**src/rtl/instruction_fetch_unit_if.sv**
```systemverilog
// Fetch-stage bus: decode-side control in, IF/ID register and PC out.
`timescale 1ns/1ps
interface instruction_fetch_unit_if;
   logic        stall;
   logic        redirect;
   logic [31:0] redirect_pc;
   logic [31:0] instr_in;
   logic [31:0] pc;
   logic [31:0] if_id_pc;
   logic [31:0] if_id_instr;
   logic        if_id_valid;
   logic        halted;
   logic [31:0] fetch_count;

   // Fetch unit side
   modport master (
      input  stall, redirect, redirect_pc, instr_in,
      output pc, if_id_pc, if_id_instr, if_id_valid, halted, fetch_count
   );

   // Pipeline / instruction memory side
   modport slave (
      output stall, redirect, redirect_pc, instr_in,
      input  pc, if_id_pc, if_id_instr, if_id_valid, halted, fetch_count
   );
endinterface

```
**src/rtl/instruction_fetch_unit.sv**
```systemverilog
// LEGv8 fetch stage: owns the PC, fills the IF/ID register, handles
// stalls, branch redirects with a one-bubble flush, and halts past the image.
`timescale 1ns/1ps
module instruction_fetch_unit #(
   parameter logic [31:0] RESET_PC   = 32'h0000_0000,
   parameter int unsigned IMEM_DEPTH = 7
) (
   input logic                       clk,
   input logic                       rst_n,
   instruction_fetch_unit_if.master  bus
);
   localparam int DATA_W = 32;

   typedef enum logic [1:0] {
      OP_RUN   = 2'd0,
      OP_STALL = 2'd1,
      OP_HALT  = 2'd2,
      OP_REDIR = 2'd3
   } fetch_op_e;

   // Fetch count saturates instead of wrapping back to zero.
   function automatic logic [DATA_W-1:0] sat_inc(input logic [DATA_W-1:0] v);
      sat_inc = (v == {DATA_W{1'b1}}) ? v : v + 1'b1;
   endfunction

   logic [DATA_W-1:0] r_pc;
   logic [DATA_W-1:0] r_fetch_count;
   // IF/ID boundary registers
   logic [DATA_W-1:0] r_ifid_pc_p1;
   logic [DATA_W-1:0] r_ifid_instr_p1;
   logic              r_ifid_vld_p1;

   logic [DATA_W-1:0] w_pc_nxt;
   logic [DATA_W-1:0] w_fetch_count_nxt;
   logic [DATA_W-1:0] w_ifid_pc_nxt;
   logic [DATA_W-1:0] w_ifid_instr_nxt;
   logic              w_ifid_vld_nxt;
   logic [DATA_W-1:0] w_target;
   logic              w_halted;
   fetch_op_e         w_op;

   // Low two target bits are dropped so every fetch address is word aligned.
   assign w_target = bus.redirect_pc & 32'hFFFF_FFFC;

   // Out of the loaded image when the word index reaches the depth.
   assign w_halted = ({2'b00, r_pc[31:2]} >= IMEM_DEPTH);

   // Priority select of the cycle's action and next-state values.
   always_comb begin
      w_op              = OP_RUN;
      w_pc_nxt          = r_pc;
      w_fetch_count_nxt = r_fetch_count;
      w_ifid_pc_nxt     = r_ifid_pc_p1;
      w_ifid_instr_nxt  = r_ifid_instr_p1;
      w_ifid_vld_nxt    = r_ifid_vld_p1;

      if (bus.redirect) begin
         w_op = OP_REDIR;
      end else if (bus.stall) begin
         w_op = OP_STALL;
      end else if (w_halted) begin
         w_op = OP_HALT;
      end

      case (w_op)
         OP_REDIR: begin
            w_pc_nxt       = w_target;
            w_ifid_vld_nxt = 1'b0;
         end
         OP_STALL: begin
         end
         OP_HALT: begin
            w_ifid_vld_nxt = 1'b0;
         end
         default: begin
            w_pc_nxt          = r_pc + 32'd4;
            w_ifid_pc_nxt     = r_pc;
            w_ifid_instr_nxt  = bus.instr_in;
            w_ifid_vld_nxt    = 1'b1;
            w_fetch_count_nxt = sat_inc(r_fetch_count);
         end
      endcase
   end

   // PC, fetch counter and IF/ID state update with async clear.
   always_ff @(posedge clk or negedge rst_n) begin
      if (!rst_n) begin
         r_pc            <= RESET_PC;
         r_fetch_count   <= '0;
         r_ifid_pc_p1    <= '0;
         r_ifid_instr_p1 <= '0;
         r_ifid_vld_p1   <= 1'b0;
      end else begin
         r_pc            <= w_pc_nxt;
         r_fetch_count   <= w_fetch_count_nxt;
         r_ifid_pc_p1    <= w_ifid_pc_nxt;
         r_ifid_instr_p1 <= w_ifid_instr_nxt;
         r_ifid_vld_p1   <= w_ifid_vld_nxt;
      end
   end

   assign bus.pc          = r_pc;
   assign bus.halted      = w_halted;
   assign bus.fetch_count = r_fetch_count;
   assign bus.if_id_pc    = r_ifid_pc_p1;
   assign bus.if_id_instr = r_ifid_instr_p1;
   assign bus.if_id_valid = r_ifid_vld_p1;

endmodule

```
**src/flat_wrapper.sv**
```systemverilog
// flat-port wrapper written by rule: the top's interface ports become plain ports
module instruction_fetch_unit_flat 
#(
   parameter logic [31:0] RESET_PC   = 32'h0000_0000,
   parameter int unsigned IMEM_DEPTH = 7
)
  (clk, rst_n, bus_stall, bus_redirect, bus_redirect_pc, bus_instr_in, bus_pc, bus_if_id_pc, bus_if_id_instr, bus_if_id_valid, bus_halted, bus_fetch_count);
  instruction_fetch_unit_if bus_i ();
  input logic clk;
  input logic rst_n;
  input wire logic [$bits(bus_i.stall)-1:0] bus_stall;
  input wire logic [$bits(bus_i.redirect)-1:0] bus_redirect;
  input wire logic [$bits(bus_i.redirect_pc)-1:0] bus_redirect_pc;
  input wire logic [$bits(bus_i.instr_in)-1:0] bus_instr_in;
  output wire logic [$bits(bus_i.pc)-1:0] bus_pc;
  output wire logic [$bits(bus_i.if_id_pc)-1:0] bus_if_id_pc;
  output wire logic [$bits(bus_i.if_id_instr)-1:0] bus_if_id_instr;
  output wire logic [$bits(bus_i.if_id_valid)-1:0] bus_if_id_valid;
  output wire logic [$bits(bus_i.halted)-1:0] bus_halted;
  output wire logic [$bits(bus_i.fetch_count)-1:0] bus_fetch_count;
  assign bus_i.stall = bus_stall;
  assign bus_i.redirect = bus_redirect;
  assign bus_i.redirect_pc = bus_redirect_pc;
  assign bus_i.instr_in = bus_instr_in;
  assign bus_pc = bus_i.pc;
  assign bus_if_id_pc = bus_i.if_id_pc;
  assign bus_if_id_instr = bus_i.if_id_instr;
  assign bus_if_id_valid = bus_i.if_id_valid;
  assign bus_halted = bus_i.halted;
  assign bus_fetch_count = bus_i.fetch_count;
  instruction_fetch_unit #(.RESET_PC(RESET_PC), .IMEM_DEPTH(IMEM_DEPTH)) u_core (.clk(clk), .rst_n(rst_n), .bus(bus_i));
endmodule
```
**config.mk**
```make
export PLATFORM = sky130hd
export DESIGN_NAME = instruction_fetch_unit_flat
export DESIGN_NICKNAME = d
export VERILOG_FILES = /design/src/rtl/instruction_fetch_unit_if.sv /design/src/rtl/instruction_fetch_unit.sv /design/src/flat_wrapper.sv
export SDC_FILE = /design/constraint.sdc
export NUM_CORES = 1
export LEC_CHECK = 0
export CORE_UTILIZATION = 40
export DETAILED_ROUTE_END_ITERATION = 6
export DONT_BUFFER_PORTS = 1
export GPL_TIMING_DRIVEN = 1
export PLACE_DENSITY = 0.66
export SLEW_MARGIN = 40
export SYNTH_ARGS = -nofsm -noshare
export SYNTH_HDL_FRONTEND = slang
export SYNTH_SLANG_ARGS = --single-unit
```
**constraint.sdc**
```tcl
create_clock -name clk -period 2.65 [get_ports clk]
set_input_delay 0.265 -clock clk [delete_from_list [all_inputs] [get_ports clk]]
set_output_delay 0.265 -clock clk [all_outputs]
set_load 0.1 [all_outputs]
```
After elaboration in Yosys (flattened, before gate mapping):

Cells that the tools add are included.

* register bits: 129
* input port bits: 68
* output and inout bits: 130
* logic and storage cells: 23

* $add $sub $neg: 2
* order comparisons: 1
* equality and inequality tests: 4
* muxes and demuxes: 5
* bitwise operators: 2
* reduce and logical (&&, ||, !) cells: 4

Operators with widths (count)
* 32-bit case mux with 2 select lines: 1
* 32-bit by 1-bit adder with 32-bit output, second input constant: 1
* 32-bit by 3-bit adder with 32-bit output, second input constant: 1
* 32-bit == test, second input constant: 1
* 30-bit by 3-bit greater-or-equal comparator with 1-bit output, second input constant: 1
* 2-bit 2-to-1 mux: 3
* 2-bit == test, second input constant: 2
* 2-bit OR reduction: 2
* 3-bit OR reduction: 1
* 2-bit by 1-bit == test with 1-bit output, second input constant: 1
* 1-bit NOT: 2
* 1-bit case mux with 2 select lines: 1
* 2-bit AND reduction: 1

Longest topological paths before layout:

* depth in word-level cells: 8
* depth in mapped cells: 13

Worst setup path after synthesis:

Ideal clock, no wire load.

* kind: register to register
* start point: register u_core.r_pc[3], in the netlist u_core.bus.pc[3]
* end point: register u_core.r_pc[2], in the netlist u_core.bus.pc[2]
* setup time: 0.126 ns
* data arrival time: 3.186 ns
* slack: -0.662 ns
* cell stages (with the launch flop): 12
* path buffers: 2
* period minus slack after synthesis: 3.312 ns
* cells stage by stage: dfrtp_1 ha_1 nand2_1 o2111ai_1 nor2_1 nor2_1 or2_2 ha_1 clkbuf_1 clkbuf_1 o21ai_0 mux2_2

* word-level cells in the longest chain between the ends: 7
* elaborated cells between the ends (all ways): 9
* those cells by class: order compare (1); eq/ne (3); mux (4); reduce/logical (1)

Ends and longest elaborated chain
* from (decl): RTL line instruction_fetch_unit.sv:26 `logic [DATA_W-1:0] r_pc;`
* from (signal assigned): RTL line instruction_fetch_unit.sv:94 `r_pc <= w_pc_nxt;`
* 30-bit by 3-bit greater-or-equal comparator with 1-bit output (*): RTL line instruction_fetch_unit.sv:46 `assign w_halted = ({2'b00, r_pc[31:2]} >= IMEM_DEPTH);`
* 2-bit 2-to-1 mux (*): RTL line instruction_fetch_unit.sv:61 `end else if (w_halted) begin`
* 2-bit 2-to-1 mux (*): RTL line instruction_fetch_unit.sv:59 `end else if (bus.stall) begin`
* 2-bit 2-to-1 mux (*): RTL line instruction_fetch_unit.sv:57 `if (bus.redirect) begin`
* 2-bit by 1-bit == test with 1-bit output or 2-bit == test (tied branches): RTL line instruction_fetch_unit.sv:65 `case (w_op)`
* 2-bit OR reduction (no source line)
* 32-bit case mux with 2 select lines: RTL line instruction_fetch_unit.sv:65

Mark *: on every way between the ends. The rest lies on a longest branch, timed or not.
A chain may end at the register's enable or synchronous reset.

Final worst setup path:

* start point: register u_core.r_pc[20], in the netlist u_core.bus.pc[20]
* end point: register u_core.r_pc[21], in the netlist u_core.bus.pc[21]

* word-level cells in the longest chain between the ends: 7
* elaborated cells between the ends (all ways): 10
* those cells by class: add/sub (1); order compare (1); eq/ne (3); mux (4); reduce/logical (1)

Ends and longest elaborated chain (RTL line)
* 30-bit by 3-bit greater-or-equal comparator with 1-bit output: instruction_fetch_unit.sv:46
* 2-bit 2-to-1 mux: instruction_fetch_unit.sv:61
* 2-bit 2-to-1 mux: instruction_fetch_unit.sv:59
* 2-bit 2-to-1 mux: instruction_fetch_unit.sv:57
* 2-bit by 1-bit == test with 1-bit output or 2-bit == test (tied branches): instruction_fetch_unit.sv:65
* 2-bit OR reduction (no source line)
* 32-bit case mux with 2 select lines: instruction_fetch_unit.sv:65

Parallel ways exist; a longest one is shown, timed or not.

==> results.cfg <==
[flow_run]
maxCapViolCount = 0

[global_routing]
antenna_found_initial = 0
grt_first_pass_wirelength_mm = 25.67
track_usage_pct = 20.98
grt_pass1_vias = 4961
grt_max_degree = 126
grt_overflow = 0

[status]
outcome = finished with violations
violations = hold timing

[drt]
ant_nets = 0
routed_wirelength_mm = 16.10
firstDrtPassIters = 4
vias = 4696
drt_iter0_markers = 301
vias_per_cell = 5.597
wl_per_cell_um = 19.19
drc = 0

[logic_synthesis]
synth_flop_cell = dfrtp_1
syn_area_per_cell_sq_um = 11.24
synth_compound_area_share_pct = 10.05
synth-simple-area-share_pct = 16.74
yosys.area_share.xor_xnor_pct = 4.217
synthMuxAreaShare_pct = 12.55
synthArstFlopShare_pct = 100.0
ys_ff_latch = 125
synth_top_family_by_area = simple AND/OR/NAND/NOR gates
synth_area_sq_mm = 0.006023
synthCells = 536
synth_top_area_share_pct = 51.93
synth.area.top_cells = dfrtp_1 (52%), mux2_2 (12%), xnor2_1 (3.5%)
synth_adder_area_share_pct = 1.246
yosysSeqAreaShare_pct = 51.93
synth_area_leader_cell = dfrtp_1
synth_warnings = 0
ys_types = 59
synth_edf_count = 0

[critical_path]
worstPathArrival_ns = 2.85
setup.worst_path.start_class = flop
required_ns = 2.95
worstSetupPathType = flop to flop
cp_slowest_cell = dfrtp_4
worstPathCellList = nor4_4, o2111ai_1, nor2_2, nor2_1, or2_4, ha_4, buf_4, nor3_2, a41oi_1, o22a_1
path_max_fanout = 8
crit_buf_inv = 1
worstSetupEndpointType = flop
crit_family = simple AND/OR/NAND/NOR gates
critPathMaxStageDelay_ns = 0.49

[timing]
setup_violations = 0
finalCritPeriodShare_pct = 96.26
fin_crit_ns = 2.551
slew_headroom_pct = 40.36
finalWorstSetupSlack_ns = 0.09919
maxSlewViolCount = 0
fmax_mhz = 392.0
final-hold-violation-count = 125
skew_ns = 0.008761
whs_ns = -0.4448
tightest_slew_ns = 0.8946
rsz0062_at_grt = true

[finish]
drive_gt1_share_pct = 45.95
final_area_sq_mm = 0.008005
utilization_pct = 54.87
syn_to_final_growth_pct = 32.90
antennaDiodeCount = 0
nets = 716

[die]
fp-row-count = 44
die_w_um = 124.7
dieHeight_um = 124.7
fp.dieArea_sq_mm = 0.01555
start_util_pct = 41.29
ios = 198
core_area_sq_mm = 0.01459

[worst_hold_path]
hold_path_class = primary input to asynchronous set/reset pin

[placed_design]
gp_congestion = 0.8517
portBuffers = 0
post-place-ws_ns = -0.01225
hpwl_mm = 11.27
placed_cell_area_sq_mm = 0.006918

[cts]
clockBufferDepth = 2
clk_pin_slew_ns = 0.06
root_buffer = clkbuf_16
insertion_delay_ns = 0.41
htree_levels = 4
cts_buffers = 17
cts_tree = yes
cts.sinks = 125

[pwr]
vdd.ir_drop.worst_mv = 0.9289
pwr-share-seq_pct = 50.4
power_switching_share_pct = 50.15
powerDensity_mw_per_mm2 = 1145
leakagePower_nw = 3.251
comb_power_share_pct = 22.5
p_clk_share_pct = 27.2
internal-power_mw = 4.568
switching_power_mw = 4.595
synthesized netlist by cell type (all sizes together) (17+ instances only):
cell type and instances:
xnor2 24, nand2 22, nand4 24, nand3 26, mux2 65, o21ai 20
a21oi 21, nor2 36, clkbuf 17, buf 19, dfrtp 125
flip-flops by register name (all words and copies together) (netlist names):
name	cells
u_core.bus.fetch_count	32
u_core.bus.if_id_instr	32
u_core.bus.if_id_pc	30
u_core.bus.if_id_valid	1
u_core.bus.pc	30
worst paths after layout:
kind / slack, ns / start / to / depth (start not counted)
worst max register to register: 0.1 / u_core.bus.pc[20]$_DFFE_PN0N_ / u_core.bus.pc[21]$_DFFE_PN0N_ / 10
worst min register to register: 0.52 / u_core.bus.if_id_pc[8]$_DFFE_PN0N_ / u_core.bus.if_id_pc[8]$_DFFE_PN0N_ / 1
min in group clk: 0.01 / bus_redirect_pc[28] / u_core.bus.pc[28]$_DFFE_PN0N_ / 2
max in group asynchronous: 2.82 / rst_n / u_core.bus.pc[9]$_DFFE_PN0N_ / 0
worst max-delay path: 0.1 / u_core.bus.pc[20]$_DFFE_PN0N_ / u_core.bus.pc[21]$_DFFE_PN0N_ / 10
worst min-delay path: -0.44 / rst_n / u_core.bus.fetch_count[28]$_DFFE_PN0P_ / 0
worst reg2reg max path, cell delays in order (launching register included):
cell	delay, ns
dfrtp_4	0.49
nor4_4	0.26
o2111ai_1	0.16
nor2_2	0.17
nor2_1	0.08
or2_4	0.25
ha_4	0.21
buf_4	0.18
nor3_2	0.26
a41oi_1	0.16
o22a_1	0.20
placed cells by master, fill, tap and decap left out, types with 5 or more instances in the layout:
cell type       n
o21ai_0        19
nor2_1         33
o22a_1         10
nand4_1        22
dfrtp_4         7
dfrtp_1        45
dfrtp_2        73
nand2_1        21
dlygate4sd3_1  31
mux2_2         64
nand3_1        25
buf_4          88
and4_1          7
inv_1           7
and3_1         11
a2bb2oi_1       7
clkbuf_16      17
nor4_4          6
xor2_1          5
nor4_2          6
and2_1          6
a31oi_1         5
nor3_1         10
xnor2_1        24
a21oi_1        21
metal layers:
layer | up-vias | track usage [%] | share of wire [%]
met5 | - | 0 | 0
li1 | 2167 | - | -
met3 | 20 | 9.708 | 9.2
met2 | 175 | 35.46 | 51
met1 | 2334 | 23.18 | 38
met4 | 0 | 6.945 | 1.7
logic make-up (layout without fill, tap and decap cells):
kind of cell | after synthesis | in the layout
other | 1 | 4
multiplexers | 67 | 67
adder cells (fa/ha/maj) | 6 | 6
flip-flops | 125 | 125
AO/OA/AOI/OAI | 88 | 88
XOR/XNOR | 29 | 29
AND/OR/NAND/NOR | 176 | 176
buffers and inverters | 44 | 160
power by group through the flow:
stage / logic [mW] / registers [mW] / clock network (mW)
6_report: 2.06 / 4.61 / 2.49
3_3_place_gp: 1.98 / 4.57 / 0
4_1_cts: 2.05 / 4.56 / 2.54
3_5_place_dp: 2.01 / 4.59 / 0
2_1_floorplan: 0.657 / 5.49 / 0
5_1_grt: 2.16 / 4.67 / 2.62
metrics by stage:
step / std cells / hold slack, ns / power, mW / setup TNS [ns]
final: 839 / -0.4448 / 9.163 / 0
after global routing: 839 / -0.4768 / 9.451 / -0.05254
after CTS: 837 / -0.4710 / 9.157 / 0
after detailed placement: 775 / -0.02580 / 6.606 / -0.04776
after global placement: 775 / -0.02793 / 6.544 / 0
after floorplan: 539 / -0.03059 / 6.146 / 0
layout make-up:
| cell class | count | area, sq um |
|---|---|---|
| Timing Repair Buffer | 120 | 991.0 |
| Sequential cell | 125 | 3246 |
| Multi-Input combinational cell | 370 | 2874 |
| Tap cell | 184 | 230.2 |
| Clock inverter | 11 | 163.9 |
| Fill cell | 1237 | 6584 |
| Clock buffer | 21 | 470.5 |
| Inverter | 8 | 30.03 |
what timing repair did:
item | 4_1_cts | 5_1_grt
buffers inserted | 0 | 1
hold buffers | 30 | 1
gates resized for setup | 2 | 14
hold endpoints to repair | 155 | 126
setup endpoints to repair | 8 | 64
pin swaps | 0 | 3
(Power assumes the default switching activity.)
